**src/rtl/trdb_pkg.sv**
```systemverilog
// Shared types for the trace-debugger capture path: the captured sample
// record, the capture FSM encoding and the trigger address compare.
package trdb_pkg;

    typedef struct packed {
        logic        lost_before;
        logic        valid;
        logic        exception;
        logic        interrupt;
        logic [4:0]  cause;
        logic [31:0] tval;
        logic [2:0]  priv;
        logic        compressed;
        logic [31:0] iaddr;
        logic [31:0] instr;
    } trdb_sample_t;

    localparam int unsigned SAMPLE_W = $bits(trdb_sample_t);

    typedef enum logic [1:0] {
        CAP_IDLE    = 2'd0,
        CAP_ARMED   = 2'd1,
        CAP_TRACING = 2'd2,
        CAP_DRAIN   = 2'd3
    } trdb_cap_state_e;

    // Instruction addresses are at least halfword aligned, so bit 0 is ignored.
    function automatic logic addr_match(input logic [31:0] a, input logic [31:0] b);
        return a[31:1] == b[31:1];
    endfunction

endpackage

```
**src/rtl/trdb_sample_fifo.sv**
```systemverilog
// Small synchronous FIFO with first-word fall-through from the registered head.
// A push into a full FIFO is accepted only when a pop happens in the same cycle.
module trdb_sample_fifo #(
    parameter int unsigned DEPTH = 4,
    parameter int unsigned WIDTH = 8
) (
    input  logic             clk_i,
    input  logic             rst_ni,
    input  logic             push_i,
    input  logic [WIDTH-1:0] data_i,
    input  logic             pop_i,
    output logic [WIDTH-1:0] data_o,
    output logic             full_o,
    output logic             empty_o
);

    localparam int unsigned PTR_W = $clog2(DEPTH);
    localparam int unsigned CNT_W = PTR_W + 1;

    logic [WIDTH-1:0] mem [DEPTH];
    logic [PTR_W-1:0] wr_ptr;
    logic [PTR_W-1:0] rd_ptr;
    logic [CNT_W-1:0] count;
    logic             do_push;
    logic             do_pop;

    assign empty_o = (count == '0);
    assign full_o  = (count == CNT_W'(DEPTH));
    assign do_pop  = pop_i & ~empty_o;
    assign do_push = push_i & (~full_o | do_pop);
    assign data_o  = empty_o ? '0 : mem[rd_ptr];

    // NOTE: sequential state uses non-blocking assignments so every register
    // samples pre-edge values regardless of statement order.
    always_ff @(posedge clk_i or negedge rst_ni) begin
        if (!rst_ni) begin
            wr_ptr <= '0;
            rd_ptr <= '0;
            count  <= '0;
        end else begin
            if (do_push) wr_ptr <= wr_ptr + PTR_W'(1);
            if (do_pop)  rd_ptr <= rd_ptr + PTR_W'(1);
            case ({do_push, do_pop})
                2'b10:   count <= count + CNT_W'(1);
                2'b01:   count <= count - CNT_W'(1);
                default: count <= count;
            endcase
        end
    end

    // NOTE: storage is not reset; the count marks which entries are live and
    // data_o is forced to zero while empty, so stale contents never escape.
    always_ff @(posedge clk_i) begin
        if (do_push) mem[wr_ptr] <= data_i;
    end

endmodule

```
**src/rtl/trdb_capture_ctrl.sv**
```systemverilog
// Capture sequencer: qualifies retirements with enable and start/stop address
// triggers, buffers samples and counts those lost to consumer back-pressure.
module trdb_capture_ctrl
    import trdb_pkg::*;
#(
    parameter int unsigned FIFO_DEPTH = 4,
    parameter int unsigned LOST_CNT_W = 16
) (
    input  logic                  clk_i,
    input  logic                  rst_ni,
    input  logic                  ivalid_i,
    input  logic                  iexception_i,
    input  logic                  interrupt_i,
    input  logic [4:0]            cause_i,
    input  logic [31:0]           tval_i,
    input  logic [2:0]            priv_i,
    input  logic [31:0]           iaddr_i,
    input  logic [31:0]           instr_i,
    input  logic                  compressed_i,
    input  logic                  enable_i,
    input  logic                  trig_start_en_i,
    input  logic [31:0]           trig_start_addr_i,
    input  logic                  trig_stop_en_i,
    input  logic [31:0]           trig_stop_addr_i,
    input  logic                  clr_lost_i,
    output trdb_sample_t          sample_o,
    output logic                  sample_valid_o,
    input  logic                  sample_ready_i,
    output logic                  lost_o,
    output logic [LOST_CNT_W-1:0] lost_cnt_o,
    output trdb_cap_state_e       state_o
);

    trdb_cap_state_e state;
    trdb_sample_t    push_sample;
    logic [SAMPLE_W-1:0] fifo_data;
    logic q;
    logic start_hit;
    logic stop_hit;
    logic push;
    logic pop;
    logic drop;
    logic fifo_full;
    logic fifo_empty;
    logic pending_lost;

    assign q         = ivalid_i | iexception_i;
    assign start_hit = q & trig_start_en_i & addr_match(iaddr_i, trig_start_addr_i);
    assign stop_hit  = q & trig_stop_en_i & addr_match(iaddr_i, trig_stop_addr_i);

    assign sample_valid_o = ~fifo_empty;
    assign pop            = sample_valid_o & sample_ready_i;
    assign drop           = push & fifo_full & ~pop;
    assign state_o        = state;
    assign sample_o       = trdb_sample_t'(fifo_data);

    // NOTE: every signal written in always_comb gets a default first so no
    // path through the block can leave it unassigned and infer a latch.
    always_comb begin
        push = 1'b0;
        case (state)
            CAP_ARMED:   push = enable_i & start_hit;
            CAP_TRACING: push = enable_i & q;
            default:     push = 1'b0;
        endcase
    end

    always_comb begin
        push_sample             = '0;
        push_sample.lost_before = pending_lost;
        push_sample.valid       = ivalid_i;
        push_sample.exception   = iexception_i;
        push_sample.interrupt   = interrupt_i;
        push_sample.cause       = cause_i;
        push_sample.tval        = iexception_i ? tval_i : 32'h0;
        push_sample.priv        = priv_i;
        push_sample.compressed  = compressed_i;
        push_sample.iaddr       = iaddr_i;
        push_sample.instr       = instr_i;
    end

    always_ff @(posedge clk_i or negedge rst_ni) begin
        if (!rst_ni) begin
            state <= CAP_IDLE;
        end else begin
            case (state)
                CAP_IDLE: begin
                    if (enable_i) state <= CAP_ARMED;
                end
                CAP_ARMED: begin
                    if (!enable_i)             state <= CAP_IDLE;
                    else if (!trig_start_en_i) state <= CAP_TRACING;
                    else if (start_hit)        state <= stop_hit ? CAP_DRAIN : CAP_TRACING;
                end
                CAP_TRACING: begin
                    if (!enable_i || stop_hit) state <= CAP_DRAIN;
                end
                CAP_DRAIN: begin
                    if (fifo_empty) state <= enable_i ? CAP_ARMED : CAP_IDLE;
                end
                default: state <= CAP_IDLE;
            endcase
        end
    end

    // A clear coinciding with a drop still records that drop.
    always_ff @(posedge clk_i or negedge rst_ni) begin
        if (!rst_ni) begin
            pending_lost <= 1'b0;
            lost_o       <= 1'b0;
            lost_cnt_o   <= '0;
        end else begin
            if (drop)      pending_lost <= 1'b1;
            else if (push) pending_lost <= 1'b0;

            if (clr_lost_i) begin
                lost_o     <= drop;
                lost_cnt_o <= drop ? LOST_CNT_W'(1) : '0;
            end else if (drop) begin
                lost_o <= 1'b1;
                if (lost_cnt_o != '1) lost_cnt_o <= lost_cnt_o + LOST_CNT_W'(1);
            end
        end
    end

    trdb_sample_fifo #(
        .DEPTH (FIFO_DEPTH),
        .WIDTH (SAMPLE_W)
    ) u_fifo (
        .clk_i   (clk_i),
        .rst_ni  (rst_ni),
        .push_i  (push),
        .data_i  (push_sample),
        .pop_i   (pop),
        .data_o  (fifo_data),
        .full_o  (fifo_full),
        .empty_o (fifo_empty)
    );

endmodule

```
**config.mk**
```make
export PLATFORM = sky130hd
export DESIGN_NAME = trdb_capture_ctrl
export DESIGN_NICKNAME = d
export VERILOG_FILES = /design/src/rtl/trdb_pkg.sv /design/src/rtl/trdb_sample_fifo.sv /design/src/rtl/trdb_capture_ctrl.sv
export SDC_FILE = /design/constraint.sdc
export NUM_CORES = 1
export LEC_CHECK = 0
export CORE_MARGIN = 4
export CORE_UTILIZATION = 58
export DETAILED_ROUTE_END_ITERATION = 10
export GPL_ROUTABILITY_DRIVEN = 0
export PLACE_DENSITY = 0.9
export SLEW_MARGIN = 25
export SYNTH_ARGS = -nofsm -noshare
export SYNTH_HDL_FRONTEND = slang
export SYNTH_HIERARCHICAL = 1
export SYNTH_SLANG_ARGS = --single-unit
```
**constraint.sdc**
```tcl
create_clock -name clk_i -period 7.57 [get_ports clk_i]
set_clock_uncertainty 0.15 [all_clocks]
set_input_delay 1.8925 -clock clk_i [delete_from_list [all_inputs] [get_ports clk_i]]
set_output_delay 1.8925 -clock clk_i [all_outputs]
set_load 0.005 [all_outputs]
```
Word-level counts from Yosys, hierarchy flattened. Memories as Yosys holds them, arrays and structs flattened. Cells that the tools add are included.

Memories: 1. Output and inout port bits: 129. Bits in registers: 27. Word-level logic and storage cells: 75. Bits in writable memories: 436. Bits of input ports: 179.

Eq/ne operators: 13. $add $sub $neg: 5. Multiplexer cells: 23. Bitwise operators: 16. Reduce and logical (&&, ||, !) cells: 10.

Memories: u_fifo.mem (depth 4, bits a word 109, read ports 1, clocked after Yosys merged registers in 0, wr ports 1, line trdb_sample_fifo.sv:20) `logic [WIDTH-1:0] mem [DEPTH];`.

Operators by type and width (number): 109-bit 2-to-1 mux (1); 31-bit == test (2); 16-bit 2-to-1 mux (3); 32-bit 2-to-1 mux (1); 16-bit by 1-bit adder with 16-bit output (second input constant) (1); 16-bit != test (second input constant) (1); 2-bit 2-to-1 mux (6); 1-bit bitwise AND (11); 1-bit 2-to-1 mux (9); 2-bit case mux with 4 select lines (1); 2-bit nonzero test (4); 2-bit == test (second input constant) (3); 3-bit case mux with 2 select lines (1); 2-bit by 1-bit adder with 2-bit output (second input constant) (2); 2-bit by 1-bit == test with 1-bit output (second input constant) (2); 2-bit != test (second input constant) (2); 4-bit != test (second input constant) (1); 4-bit AND reduction (1); 3-bit by 1-bit adder with 3-bit output (second input constant) (1); 3-bit == test (second input constant) (1); 3-bit logical NOT (1); 1-bit NOT (3); 3-bit by 1-bit subtractor with 3-bit output (second input constant) (1); 2-bit logical NOT (1); other kinds (6) (7).

Logic depth before layout (Yosys ltp). Gate-level depths: netlist (run 1).

Word-level depth: 9. Mapped depth: 14.

By module. Netlist (run 1), hierarchy kept.

By module, submodules not included: trdb_sample_fifo (seq. area each 13267.7 µm², times used 1, cells an instance 729, area each 16872.4 µm²); trdb_capture_ctrl (seq. area each 500.5 µm², times used 1, cells an instance 248, area each 2092.0 µm²).

Worst setup path before layout (run 1). OpenSTA, ideal clock, no wires.

Path type: input to register. Start point: input iaddr_i[17]. End point: memory u_fifo/mem[0][0] in the netlist's numbering (enable). Cell stages on the path: 8. Path slack: 1235 ps. Arrival: 5705 ps. Buffers on the path: 0. Library setup time: 481 ps. Cell sequence: xor2_1 nor4_1 nand4_1 o21ai_4 nand3_2 inv_1 o21a_1 and2_1.

Word-level cells in the longest chain between the ends: 7.

Ends and longest elaborated chain: from (decl) (line trdb_capture_ctrl.sv:17) `input logic [31:0] iaddr_i,`; 31-bit == test (line trdb_pkg.sv:29) `return a[31:1] == b[31:1];`; 1-bit bitwise AND (line trdb_capture_ctrl.sv:48) `assign start_hit = q & trig_start_en_i & addr_match(iaddr_i, trig_start_addr_i);`; 1-bit bitwise AND (line trdb_capture_ctrl.sv:62) `CAP_ARMED: push = enable_i & start_hit;`; 1-bit case mux with 2 select lines (line trdb_capture_ctrl.sv:61) `case (state)`; named net push (line trdb_capture_ctrl.sv:40) `logic push;`; 1-bit bitwise AND (line trdb_sample_fifo.sv:30) `assign do_push = push_i & (~full_o | do_pop);`; 1-bit 2-to-1 mux (line trdb_sample_fifo.sv:54) `if (do_push) mem[wr_ptr] <= data_i;`; 1-bit 2-to-1 mux (implied by the code) (line trdb_sample_fifo.sv:54); to (decl) (line trdb_sample_fifo.sv:20).

The timed path passes the listed nets, and every way through them passes these cells.

Worst setup path in the final report (run 1).
Start point: input iaddr_i[4]. End point: memory u_fifo/mem[2][78] in the netlist's numbering (enable).

The elaborated chain is that of the path after synthesis.

==> results of run 1 <==
metal layers:
layer | GRT usage (%) | part of all wire, %
met1 | 31.8 | 38
met3 | 4.84 | 8.0
met5 | 0 | 0
met4 | 6.59 | 2.7
met2 | 40.4 | 52
worst max-delay path by stage:
stage / start / endpoint / depth (start not counted)
after floorplan: iaddr_i[17] / u_fifo/mem[0][0]$_DFFE_PP_ / 8
after global placement: iaddr_i[30] / u_fifo/mem[2][69]$_DFFE_PP_ / 10
after detailed placement: iaddr_i[7] / u_fifo/mem[2][69]$_DFFE_PP_ / 10
after CTS: iaddr_i[30] / u_fifo/mem[2][17]$_DFFE_PP_ / 10
after global routing: iaddr_i[30] / u_fifo/mem[2][78]$_DFFE_PP_ / 10
final: iaddr_i[4] / u_fifo/mem[2][78]$_DFFE_PP_ / 10
synth_stat cells (all sizes together) (2+ instances only):
cell type	n	area share, %
nand2	10	0.24
a31o	2	0.092
nor2b	5	0.16
nor2	7	0.14
nand3	10	0.29
or3	7	0.23
nand4	13	0.46
ha	11	0.73
a21oi	12	0.32
dfrtp	27	3.6
mux2i	2	0.11
mux4	109	13
and3	5	0.16
nor4	12	0.40
xor2	44	2.0
buf	22	0.92
o21a	2	0.079
clkbuf	22	0.44
nor3	2	0.079
o21ai	11	0.35
xnor2	28	1.3
a31oi	2	0.066
inv	14	0.28
and2	147	4.8
edfxtp	436	69
cell type report:
| type | count | area, um2 |
|---|---|---|
| fill | 1790 | 7940 |
| tap | 435 | 544 |
| inverter | 14 | 52.6 |
| clock inverter | 28 | 240 |
| clock buffer | 55 | 1190 |
| antenna | 1 | 2.50 |
| sequential | 463 | 13800 |
| timing repair buffer | 320 | 3230 |
| multi-input combinational | 456 | 4900 |
flip-flops by register name (all words and copies together) (netlist names), named ones only:
| signal | cells |
|---|---|
| u_fifo/mem | 436 |
| lost_cnt_o | 16 |
| u_fifo/count | 3 |
| u_fifo/rd_ptr | 2 |
| u_fifo/wr_ptr | 2 |
| lost_o | 1 |
| pending_lost | 1 |
| state_o | 1 |
kinds of logic (layout without fill, tap and decap cells):
kind of cell             count (synthesis)  count (layout)  share of synthesized area, %
AO/OA/AOI/OAI                           35              35                          1.16
multiplexers                           112             112                          13.1
other                                    0               1                             0
buffers and inverters                   58             417                          1.64
XOR/XNOR                                72              72                          3.33
adder cells (fa/ha/maj)                 12              12                         0.831
flip-flops                             463             463                          72.6
AND/OR/NAND/NOR                        225             225                          7.34
stage by stage:
step                setup WS, ns  utilization [%]  instances  hold slack (ns)  total power [uW]
floorplan                   1.23                -        977            0.298              4340
global placement            1.35             70.6       1688            0.321              5490
detailed placement          1.37             70.6       1688            0.324              5540
CTS                         1.88             75.1       1771            0.336              7710
global route                1.63             75.1       1772            0.375              7990
finish                      1.96             75.1       1772            0.335              7610
worst max-delay path: stages:
cell	delay (ns)
clkdlybuf4s50_1	0.58
xor2_1	0.24
nor4_1	0.54
nand4_1	0.40
o21ai_4	0.36
nand3_2	0.17
inv_1	0.09
o21a_1	0.26
and2_4	0.55
buf_4	0.50
power groups by stage:
| stage | registers (uW) | clock network [uW] | logic (uW) |
|---|---|---|---|
| global placement | 3020 | 0 | 2470 |
| finish | 2970 | 2150 | 2500 |
| CTS | 2970 | 2180 | 2550 |
| detailed placement | 3020 | 0 | 2520 |
| floorplan | 2970 | 0 | 1370 |
| global route | 2980 | 2320 | 2690 |
==> impl_metrics.toml, run 1 <==
[clock_network]
postCtsHoldBufs = 0
root_buffer = "clkbuf_16"
numCtsBuffers = 45
cts_max_level = 2
cts_max_path_buffers = 3
post_cts_buffers = 0
cts_tree = "built"
cts.repair.resized = 0
insertion_delay_ns = 0.53
cts_sinks = 463
clkTransAtPathRegs_ns = 0.06

[run_status]
outcome = "complete, no violations"

[final_layout]
final_common_cell = "edfxtp_1"
drive_gt1_share_pct = 14.9
design_area_um2 = 23900
nets = 1491
area_growth_pct = 26.2
layout_common_cells = "edfxtp_1 (436), clkdlybuf4s50_1 (305), and2_1 (142)"

[global_routing]
grt-ovfl-total = 0
grt_use_total_pct = 23.7
grt_pass1_vias = 10900
grt_max_degree = 67
grt_pass1_wl_mm = 64.2
antenna_found_initial = 1

[min_path]
holdCritPathClass = "register to register"
whs_path_depth = 1
min_from = "u_fifo/count[2]$_DFFE_PN0P_"
worstHoldEndpoint = "u_fifo/count[2]$_DFFE_PN0P_"

[route]
firstDrtPassIters = 5
wl_mm = 41.9
wl_per_cell_um = 23.6
drcViolationCount = 0
viasPerCell = 5.76
antenna_left = 0
vias = 10200
first_iter_violations = 859

[power]
power_frac_clock_pct = 28.2
pwr_density_cell_nw_per_um2 = 318
intPower_uw = 5650
p_sw_uw = 1970
ir_worst_vdd_mv = 0.307
p_seq_share_pct = 39.0
switching_share_pct = 25.8
comb_power_share_pct = 32.8
leakage_uw = 0.00793

[critical_path]
cp_max_fo = 34
crit_type = "input pin to register"
ff2ff_path_depth = 9
rr_endpoint = "u_fifo/mem[2][78]$_DFFE_PP_"
crit_path_start_kind = "input pin"
cp.required_ns = 7.60
end_kind = "register"
r2r-start = "u_fifo/count[0]$_DFFE_PN0P_"
cp.arrival_ns = 5.64
ff2ff_setup_slack_ns = 3.66

[flow_run]
cap_violations = 0

[synth]
syn_inst = 977
yosysWarningCount = 6
syn_area_um2 = 19000
synth_enable_flop_cells = 436
synthArstFlopShare_pct = 5.83
syn_nets = 1168
synth_ff_type = "edfxtp_1"
yosys_register_bits = 463
avgSynthCellArea_um2 = 19.4
seq_area_frac_synth_pct = 72.6
ys_types = 48

[die]
core_um2 = 31900
die_w_um = 189
dieArea_um2 = 35700
die_h_um = 189
rows = 65
top_level_ports = 308
initial_core_util_pct = 59.5

[timing]
finalCriticalPeriod_ns = 5.61
hold_violations = 0
clock.fmax_mhz = 178
tightest_slew_ns = 0.911
setup_viol = 0
slew_headroom_pct = 39.3
period_share_pct = 74.2
setup_tns_ns = 0
slew_violations = 0
rsz0062_at_grt = "false"

[placed_design]
port_buffers = 305
dpl.hpwl_mm = 26.1
dpl_cell_area_um2 = 22500
No activity file was read; power rests on OpenSTA's default activity.
==> run 2, diff against run 1 <==
- CORE_UTILIZATION: 58 -> 54
- PLACE_DENSITY: 0.9 -> 0.85
- clock period: 7.57 -> 5.34 ns (I/O delays scaled with it)
==> impl_metrics.toml, run 2 (same netlist as run 1, synthesis figures left out) <==
[die]
die_h_um = 195
dieArea_um2 = 38200
rows = 68
initial_core_util_pct = 54.8
top_level_ports = 308
core_um2 = 34600
die_w_um = 195

[route]
drcViolationCount = 0
vias = 10200
firstDrtPassIters = 4
wl_mm = 42.0
viasPerCell = 5.62
wl_per_cell_um = 23.2
antenna_left = 0
wl_met2_mm = 21.4
wl_met1_mm = 16.5
met3_length_mm = 2.97
top_layer = "met5"
first_iter_violations = 621

[critical_path]
cp.required_ns = 5.38
end_kind = "register"
crit_start = "iaddr_i[4]"
crit_top_cell = "buf_4"
crit_path_start_kind = "input pin"
crit_type = "input pin to register"
r2r-start = "u_fifo/count[0]$_DFFE_PN0P_"
cp_max_fo = 22
slowest_delay_ns = 0.63
critPathSlowestCell = "clkdlybuf4s50_1"
worst-path-buf-inv = 5
cp.arrival_ns = 4.64
cp_top_family = "buffers and inverters"
path_cells = "clkdlybuf4s50_1 -> xor2_1 -> nor4_1 -> buf_4 -> nand4_1 -> o21ai_4 -> nand3_2 -> inv_1 -> o21a_1 -> buf_4 -> and2_4 -> buf_4"

[power]
power_frac_clock_pct = 28.4
intPower_uw = 8090
p_seq_share_pct = 39.4
pwr_density_cell_nw_per_um2 = 450
ir_worst_vdd_mv = 0.294
comb_power_share_pct = 32.2
leakage_uw = 0.00807
switching_share_pct = 25.8
p_sw_uw = 2810

[final_layout]
final_core_util_pct = 69.9
largest_reg_flops = 436
final_common_cell = "edfxtp_1"
drive_gt1_share_pct = 16.4
design_area_um2 = 24200
area_growth_pct = 27.6
largest-register = "u_fifo/mem"
nets = 1512
fillCellCount = 2131
layout_common_cells = "edfxtp_1 (436), clkdlybuf4s50_1 (304), and2_1 (142)"
reg_top3 = "u_fifo/mem: 436 flops, lost_cnt_o: 16 flops, u_fifo/count: 3 flops"

[clock_network]
cts_tree = "built"
insertion_delay_ns = 0.54
cts_max_path_buffers = 3
clkTransAtPathRegs_ns = 0.06
post_cts_buffers = 0
cts.repair.resized = 0
numCtsBuffers = 46
cts_sinks = 463
cts_max_level = 2
root_buffer = "clkbuf_16"
postCtsHoldBufs = 0

[timing]
hold_violations = 0
slew_violations = 0
period_share_pct = 86.0
slew_headroom_pct = 44.6
fin_ws_ns = 0.748
whs_ns = 0.370
clock.fmax_mhz = 218
setup_tns_ns = 0
finalCriticalPeriod_ns = 4.59
tightest_slew_ns = 0.831
rsz0062_at_grt = "false"
setup_viol = 0

[flow_run]
cap_violations = 0

[run_status]
outcome = "complete, no violations"

[placed_design]
dp_slack_ns = 0.311
dpl.hpwl_mm = 27.5
port_buffers = 305
dpl_cell_area_um2 = 22700

[global_routing]
grt-ovfl-total = 0
antenna_found_initial = 3
grt_pass1_wl_mm = 64.1
grt_use_total_pct = 21.8
grt_pass1_vias = 10900
grt_max_degree = 72

[min_path]
holdCritPathClass = "register to register"
min_from = "u_fifo/count[2]$_DFFE_PN0P_"
-- run 2: cell count changes in the layout (fill, tap and decap cells not counted), sizes merged --
cell	previous run	this run
clkinv	19	20
buf	15	36
clkbuf	55	58
clkinvlp	3	1
inv	16	15
clkdlybuf4s50	305	304
-- run 2: worst paths after layout --
| check | endpoint | slack [ns] | cells past startpoint |
|---|---|---|---|
| min in group asynchronous | u_fifo/count[2]$_DFFE_PN0P_ | 1.08 | 1 |
| max in group asynchronous | async pin | 3.30 | 2 |
| worst max register to register | u_fifo/count[2]$_DFFE_PN0P_ | 2.23 | 13 |
| worst min-delay path | u_fifo/count[2]$_DFFE_PN0P_ | 0.37 | 1 |
| worst max-delay path | u_fifo/mem[2][25]$_DFFE_PP_ | 0.75 | 12 |
| worst min register to register | u_fifo/count[2]$_DFFE_PN0P_ | 0.37 | 1 |
-- run 2: final cells by class --
cell class,instances,area [um2],area share (%)
Antenna cell,1,2.50,0.0103
Timing Repair Buffer,340,3450,14.2
Sequential cell,463,13800,56.9
Clock inverter,26,226,0.936
Clock buffer,58,1230,5.07
Tap cell,455,569,2.35
Multi-Input combinational cell,456,4900,20.2
Inverter,14,52.6,0.217
-- run 2: power groups by stage --
stage,Clock (uW),Sequential [uW],Combinational [uW]
3_5_place_dp,0,4390,3550
4_1_cts,3160,4310,3580
3_3_place_gp,0,4380,3500
6_report,3090,4300,3510
5_1_grt,3310,4330,3770
2_1_floorplan,0,4200,1940
-- run 2: per-layer routing --
layer,GRT usage (%),up-vias
met5,0,-
met4,6.83,2
met3,5.21,83
met2,36.5,400
met1,28.9,5159
li1,-,4539
-- run 2: worst register-to-register path, delay by kind of cell (launching register included) --
family,cells,cell delay (ns)
AND/OR/NAND/NOR,3,0.96
adder cells (fa/ha/maj),2,0.54
buffers and inverters,5,0.44
flip-flops,1,0.41
XOR/XNOR,2,0.32
AO/OA/AOI/OAI,1,0.20
-- run 2: stage by stage --
| stage | total power, uW | instances |
|---|---|---|
| floorplan | 6140 | 977 |
| global route | 11400 | 1813 |
| finish | 10900 | 1813 |
| CTS | 11000 | 1812 |
| global placement | 7870 | 1728 |
| detailed placement | 7940 | 1728 |
